$ cat src/rtl/fixed_point_pkg.sv
// Fixed-point helpers shared by the multiply/add and dot-accumulate stages.
// Functions work on a 64-bit signed carrier; callers sign-extend into it and slice out.
package fixed_point_pkg;

    localparam int MAX_W = 64;

    function automatic int acc_width(input int in_width, input int acc_guard);
        return in_width + acc_guard;
    endfunction

    function automatic logic signed [MAX_W-1:0] round_half_away(
        input logic signed [MAX_W-1:0] value,
        input int                      shift
    );
        logic signed [MAX_W-1:0] half;
        half = 64'sd1 <<< (shift - 1);
        if (value >= 0) begin
            return (value + half) >>> shift;
        end
        // One less bias on the negative side makes exact halves round away from zero.
        return (value + half - 64'sd1) >>> shift;
    endfunction

    // Returns {sat, clamped value}.
    function automatic logic [MAX_W:0] saturate(
        input logic signed [MAX_W-1:0] value,
        input int                      out_width
    );
        logic signed [MAX_W-1:0] max_v;
        logic signed [MAX_W-1:0] min_v;
        max_v = (64'sd1 <<< (out_width - 1)) - 64'sd1;
        min_v = -(64'sd1 <<< (out_width - 1));
        if (value > max_v) begin
            return {1'b1, max_v};
        end
        if (value < min_v) begin
            return {1'b1, min_v};
        end
        return {1'b0, value};
    endfunction

endpackage

$ cat src/rtl/fixed_point_round_sat.sv
// Round-half-away-from-zero then saturate a signed accumulator sum to OUT_WIDTH.
// Purely combinational, no latency, no handshake.
module fixed_point_round_sat
    import fixed_point_pkg::*;
#(
    parameter int ACC_W      = 36,
    parameter int FRAC_SHIFT = 8,
    parameter int OUT_WIDTH  = 16
) (
    input  logic [ACC_W-1:0]     sum_i,
    output logic [OUT_WIDTH-1:0] result_o,
    output logic                 sat_o
);

    logic signed [MAX_W-1:0] wide;
    logic signed [MAX_W-1:0] rounded;
    logic [MAX_W:0]          clamped;
    logic                    unused_hi;

    always_comb begin
        wide      = {{(MAX_W-ACC_W){sum_i[ACC_W-1]}}, sum_i};
        rounded   = round_half_away(wide, FRAC_SHIFT);
        clamped   = saturate(rounded, OUT_WIDTH);
        sat_o     = clamped[MAX_W];
        result_o  = clamped[OUT_WIDTH-1:0];
        unused_hi = ^clamped[MAX_W-1:OUT_WIDTH];
    end

endmodule

$ cat src/rtl/fixed_point_dot_accumulator.sv
// Accumulates VEC_LEN signed products, rounds/saturates the sum; result 1 cycle after last accept.
// Stalls only the completing element while a previous result is still held on valid_o/ready_i.
module fixed_point_dot_accumulator
    import fixed_point_pkg::*;
#(
    parameter int IN_WIDTH   = 32,
    parameter int VEC_LEN    = 4,
    parameter int ACC_GUARD  = 4,
    parameter int FRAC_SHIFT = 8,
    parameter int OUT_WIDTH  = 16
) (
    input  logic                 clk,
    input  logic                 rst,
    input  logic [IN_WIDTH-1:0]  prod_i,
    input  logic                 valid_i,
    output logic                 ready_o,
    input  logic                 clear_i,
    output logic [OUT_WIDTH-1:0] result_o,
    output logic                 sat_o,
    output logic                 valid_o,
    input  logic                 ready_i
);

    localparam int ACC_W = acc_width(IN_WIDTH, ACC_GUARD);
    localparam int CNT_W = $clog2(VEC_LEN);
    localparam logic [CNT_W-1:0] LAST = CNT_W'(VEC_LEN - 1);

    if (VEC_LEN < 2) begin : g_chk_len
        $error("VEC_LEN must be at least 2");
    end
    if (ACC_GUARD < $clog2(VEC_LEN)) begin : g_chk_guard
        $error("ACC_GUARD too small to hold VEC_LEN products without overflow");
    end
    if (FRAC_SHIFT < 1) begin : g_chk_shift
        $error("FRAC_SHIFT must be at least 1");
    end
    if (OUT_WIDTH > ACC_W - FRAC_SHIFT) begin : g_chk_out
        $error("OUT_WIDTH exceeds the rounded accumulator width");
    end
    if (ACC_W + 1 > MAX_W) begin : g_chk_carrier
        $error("accumulator does not fit the 64-bit rounding carrier");
    end

    logic [ACC_W-1:0]     acc_q, acc_d;
    logic [CNT_W-1:0]     cnt_q, cnt_d;
    logic [OUT_WIDTH-1:0] result_q, result_d;
    logic                 sat_q, sat_d;
    logic                 valid_q, valid_d;

    logic [ACC_W-1:0]     prod_ext;
    logic [ACC_W-1:0]     sum;
    logic                 last;
    logic                 accept;
    logic [OUT_WIDTH-1:0] rs_result;
    logic                 rs_sat;

    assign prod_ext = {{ACC_GUARD{prod_i[IN_WIDTH-1]}}, prod_i};
    assign sum      = (cnt_q == '0) ? prod_ext : acc_q + prod_ext;
    assign last     = (cnt_q == LAST);
    assign ready_o  = !clear_i && !(last && valid_q && !ready_i);
    assign accept   = valid_i && ready_o;

    // On the completing element sum is the final dot product.
    fixed_point_round_sat #(
        .ACC_W      (ACC_W),
        .FRAC_SHIFT (FRAC_SHIFT),
        .OUT_WIDTH  (OUT_WIDTH)
    ) u_round_sat (
        .sum_i    (sum),
        .result_o (rs_result),
        .sat_o    (rs_sat)
    );

    always_comb begin
        acc_d    = acc_q;
        cnt_d    = cnt_q;
        result_d = result_q;
        sat_d    = sat_q;
        valid_d  = valid_q && !ready_i;
        if (clear_i) begin
            acc_d = '0;
            cnt_d = '0;
        end else if (accept) begin
            acc_d = sum;
            if (last) begin
                cnt_d    = '0;
                result_d = rs_result;
                sat_d    = rs_sat;
                valid_d  = 1'b1;
            end else begin
                cnt_d = cnt_q + CNT_W'(1);
            end
        end
    end

    always_ff @(posedge clk) begin
        if (rst) begin
            acc_q    <= '0;
            cnt_q    <= '0;
            result_q <= '0;
            sat_q    <= 1'b0;
            valid_q  <= 1'b0;
        end else begin
            acc_q    <= acc_d;
            cnt_q    <= cnt_d;
            result_q <= result_d;
            sat_q    <= sat_d;
            valid_q  <= valid_d;
        end
    end

    assign result_o = result_q;
    assign sat_o    = sat_q;
    assign valid_o  = valid_q;

endmodule
$ cat config.mk
export PLATFORM = sky130hd
export DESIGN_NAME = fixed_point_dot_accumulator
export DESIGN_NICKNAME = d
export VERILOG_FILES = /design/src/rtl/fixed_point_pkg.sv /design/src/rtl/fixed_point_round_sat.sv /design/src/rtl/fixed_point_dot_accumulator.sv
export SDC_FILE = /design/constraint.sdc
export NUM_CORES = 1
export LEC_CHECK = 0
export CORE_ASPECT_RATIO = 0.75
export CORE_MARGIN = 4
export CORE_UTILIZATION = 45
export DETAILED_ROUTE_END_ITERATION = 8
export SETUP_SLACK_MARGIN = 0.3
export SLEW_MARGIN = 20
export SYNTH_ARGS = -nofsm -noshare
export SYNTH_HDL_FRONTEND = slang
export SYNTH_HIERARCHICAL = 1
export SYNTH_SLANG_ARGS = --single-unit
$ cat constraint.sdc
create_clock -name clk -period 15.5 [get_ports clk]
set_clock_uncertainty 0.1 [all_clocks]
set_input_delay 2.325 -clock clk [delete_from_list [all_inputs] [get_ports clk]]
set_output_delay 2.325 -clock clk [all_outputs]
set_load 0.01 [all_outputs]
==> flow_summary.yaml <==
worst_hold_path:
  min_path_cells: 2
  min-delay-start: "result_o[15]"
  hold_path.class: "flip-flop to flip-flop"
  holdPathEnd: "result_o[15]"
critical_path:
  start_kind: "primary input"
  worstPathMaxFanout: 13
  required_ns: 15.57
  reg2reg_to: "result_o[9]"
  cp-end-kind: "flip-flop"
  max_stage_delay_ns: 0.81
  arrival_ns: 9.57
  reg2reg_depth: 22
  rr_startpoint: "acc_q[0]"
  critical_path.top_delay_family: "simple AND/OR/NAND/NOR gates"
  slowest_stage: "o21ai_0"
  path_cells: "clkdlybuf4s50_1 > ha_1 > inv_1 > fa_1 > nand2b_1 > a21oi_1 > o21a_1 > o21ai_0 > nand2b_1 > xnor2_1 > o21ai_0 > nand4_1 > nor2_1 > and4b_1 > o22ai_1 > nor3_1 > nand3_1 > xnor2_1 > or4_4 > o31ai_4 > a21oi_1 > nand2_1 > a21oi_1"
  reg2reg_setup_slack_ns: 8.17
  path_class: "primary input to flip-flop"
  cp_common_cell: "a21oi_1"
  critPathBufInv: 2
finish:
  fillCellCount: 1389
  multi_input_area_um2: 4930
  areaGrowthSynthToFinish_pct: 10.69
  seq_area_um2: 1121
  antennaDiodeCount: 0
  drive_gt1_share_pct: 7.775
  stdcell_area_um2: 7167
  nNetsFinal: 1001
timing:
  rsz0062_at_grt: "false"
  setup_ws_ns: 6.003
  period_share_pct: 61.27
  fin_setup_tns_ns: 0
  fmax_ghz: 0.1053
  min_period_ns: 9.497
  relSlewSlack_pct: 26.71
  setup_viol: 0
  tightest_slew_ns: 1.088
  hold_viol_final: 0
  hold_slack_ns: 0.3562
  slew_violations: 0
placed_design:
  placed_cell_area_um2: 7015
  port_buffers: 55
  pre_cts_slack_ns: 5.896
  globalplace.congestion: 0.9064
  dp_hpwl_um: 15420
clock_tree:
  insertion_delay_ns: 0.31
  cts_made_buffers: 5
  htree_num_levels: 2
  cts_hold_buf: 0
  clockBufferDepth: 2
  cts_setup_buffers: 0
  clkSlewWorstSetupHoldPaths_ns: 0.08
  cts_resized: 0
  cts-root-buf: "clkbuf_16"
  clock-sinks: 56
  cts_tree: "built"
global_route:
  antenna_found_initial: 0
  grt.overflow.total: 0
  grt_pass1_vias: 6155
  grt_max_degree: 69
  grtUsageTotal_pct: 23.66
  grt_pass1_wl_um: 32350
pwr:
  power_leakage_nw: 2.677
  max-vdd-ir-drop_mv: 0.03665
  power_density_nw_per_um2: 57.42
floorplanning:
  die_h_um: 111.9
  die_area_um2: 16390
  die_w_um: 146.5
  start_util_pct: 46.62
  coreArea_um2: 13890
  ios: 56
  num_rows: 37
synth:
  yosys_warnings: 6
  async_reset_ff_share_pct: 0
  synth_nets: 980
  synth-main-ff-cell: "dfxtp_1"
  ys_seq_area_share_pct: 17.31
  syn_area_per_cell_um2: 7.163
  ys_ff_latch: 56
  syn_area_um2: 6475
  synth_edf_count: 0
  synth_cell_types: 94
  synthCells: 904
route:
  drtAntennaViolNets: 0
  wl_per_cell_um: 18.11
  vias: 6695
  drt_iter0_drc: 424
  vias_per_cell: 6.081
  drc: 0
  drtPass1Iterations: 5
  routed_wl_um: 19940
run_status:
  status: "finished clean"
flow_run:
  maxCapViolations: 0
## flip-flops by register name, summed over array words and instances, names as in the netlist
| signal | count |
|---|---|
| result_o | 16 |
| acc_q | 36 |
| sat_o | 1 |
| valid_o | 1 |
| cnt_q | 2 |
## worst register-to-register path, stage by stage, from the launching register on
cell	delay, ns
dfxtp_1	0.34
ha_1	0.18
inv_1	0.06
fa_1	0.39
nand2b_1	0.18
a21oi_1	0.20
o21a_1	0.27
o21ai_0	0.11
nand2b_1	0.10
xnor2_1	0.06
o21ai_0	0.81
nand4_1	0.77
nor2_1	0.59
and4b_1	0.28
o22ai_1	0.20
nor3_1	0.69
nand3_1	0.18
xnor2_1	0.19
or4_4	0.56
o31ai_4	0.59
a21oi_1	0.17
nand2_1	0.11
a21oi_1	0.07
## cell families after synthesis
group	Yosys count	share of synthesized area, %
compound gates	254	25.58
xor+xnor	82	11.09
fa+ha+maj	39	7.652
buf+inv	77	6.589
flops	56	17.31
mux	5	0.9274
simple gates	391	30.84
## metrics by stage
| stage | utilization [%] | instances | power, mW |
|---|---|---|---|
| floorplan | - | 904 | 0.2555 |
| global placement | 50.51 | 1093 | 0.2901 |
| detailed placement | 50.51 | 1093 | 0.2908 |
| CTS | 51.60 | 1101 | 0.4154 |
| global route | 51.60 | 1101 | 0.4371 |
| finish | 51.60 | 1101 | 0.4115 |
## layout make-up
class / count / area share, %
tap: 175 / 3.055
clock buffer: 5 / 1.746
clock inverter: 3 / 0.3666
sequential: 56 / 15.64
multi-input combinational: 771 / 68.78
inverter: 20 / 1.047
timing repair buffer: 71 / 9.358
## worst max path at each step
stage	start	end	slack (ns)	cells past startpoint
2_1_floorplan	prod_i[0]	result_o[6]	7.61	24
3_3_place_gp	prod_i[0]	result_o[10]	5.99	24
3_5_place_dp	prod_i[0]	result_o[9]	5.90	24
4_1_cts	prod_i[0]	result_o[9]	6.20	23
5_1_grt	prod_i[0]	result_o[9]	5.52	23
6_report	prod_i[0]	result_o[9]	6.00	23
## routing by layer
| metal | share of wire, % | GRT usage [%] |
|---|---|---|
| met1 | 48 | 33.74 |
| met2 | 44 | 37.45 |
| met3 | 6.0 | 3.865 |
| met4 | 1.6 | 5.451 |
| met5 | 0 | 0 |
## power breakdown
| part | switching, mW | total, mW | internal [mW] |
|---|---|---|---|
| combinational | 0.0864 | 0.141 | 0.0547 |
| clock | 0.0605 | 0.122 | 0.0613 |
| sequential | 0.00187 | 0.149 | 0.147 |
## cells in the mapped netlist, drive strengths merged (3+ instances only)
| library cell | number | area share (%) |
|---|---|---|
| and2 | 13 | 1.3 |
| xor2 | 29 | 3.9 |
| and3 | 16 | 1.6 |
| o21bai | 5 | 0.58 |
| o31ai | 5 | 0.87 |
| nand4 | 24 | 2.6 |
| o2bb2ai | 3 | 0.41 |
| a2111oi | 3 | 0.41 |
| a31oi | 11 | 1.4 |
| a21o | 12 | 1.4 |
| o21a | 10 | 1.2 |
| nand3b | 3 | 0.35 |
| nand2b | 5 | 0.48 |
| dfxtp | 56 | 17 |
| or3 | 7 | 0.70 |
| nor4 | 20 | 2.7 |
| buf | 15 | 1.4 |
| clkbuf | 40 | 3.0 |
| a31o | 5 | 0.68 |
| inv | 20 | 1.2 |
| o22ai | 4 | 0.39 |
| nand2 | 129 | 7.5 |
| a211oi | 6 | 0.70 |
| a21boi | 3 | 0.35 |
| xnor2 | 53 | 7.2 |
| nand3 | 24 | 1.9 |
| a21oi | 85 | 6.6 |
| a41oi | 4 | 0.54 |
| a311oi | 6 | 0.91 |
| mux2 | 5 | 0.93 |
| a22oi | 3 | 0.35 |
| or4 | 4 | 0.66 |
| nor3 | 36 | 2.9 |
| or2 | 5 | 0.48 |
| o211ai | 4 | 0.62 |
| ha | 38 | 7.3 |
| nor2 | 89 | 5.3 |
| and4 | 5 | 0.73 |
| a211o | 5 | 0.70 |
| nor2b | 3 | 0.29 |
| o21ai | 62 | 4.9 |
| a32oi | 3 | 0.41 |
## cell usage in the layout, fill, tap and decap left out, types with 4 or more instances in the layout
cell,instances
a211o_1,4
mux2_2,4
inv_1,19
nor4_1,16
o22ai_1,4
o21a_1,10
and2_1,10
nor2_1,88
or3_1,6
dfxtp_1,56
ha_1,37
xnor2_1,53
clkbuf_16,5
nand2_1,128
a31o_1,4
a21oi_1,84
a211oi_1,6
nand3_1,24
a31oi_1,9
buf_4,16
nor3_1,34
o21ai_1,17
or2_2,5
o21bai_1,5
o21ai_0,44
and3_1,15
a41oi_1,4
xor2_1,29
nand4_1,23
clkdlybuf4s50_1,55
nand2b_1,5
a311oi_1,5
a21o_1,12
No activity file was read; power rests on OpenSTA's default activity.
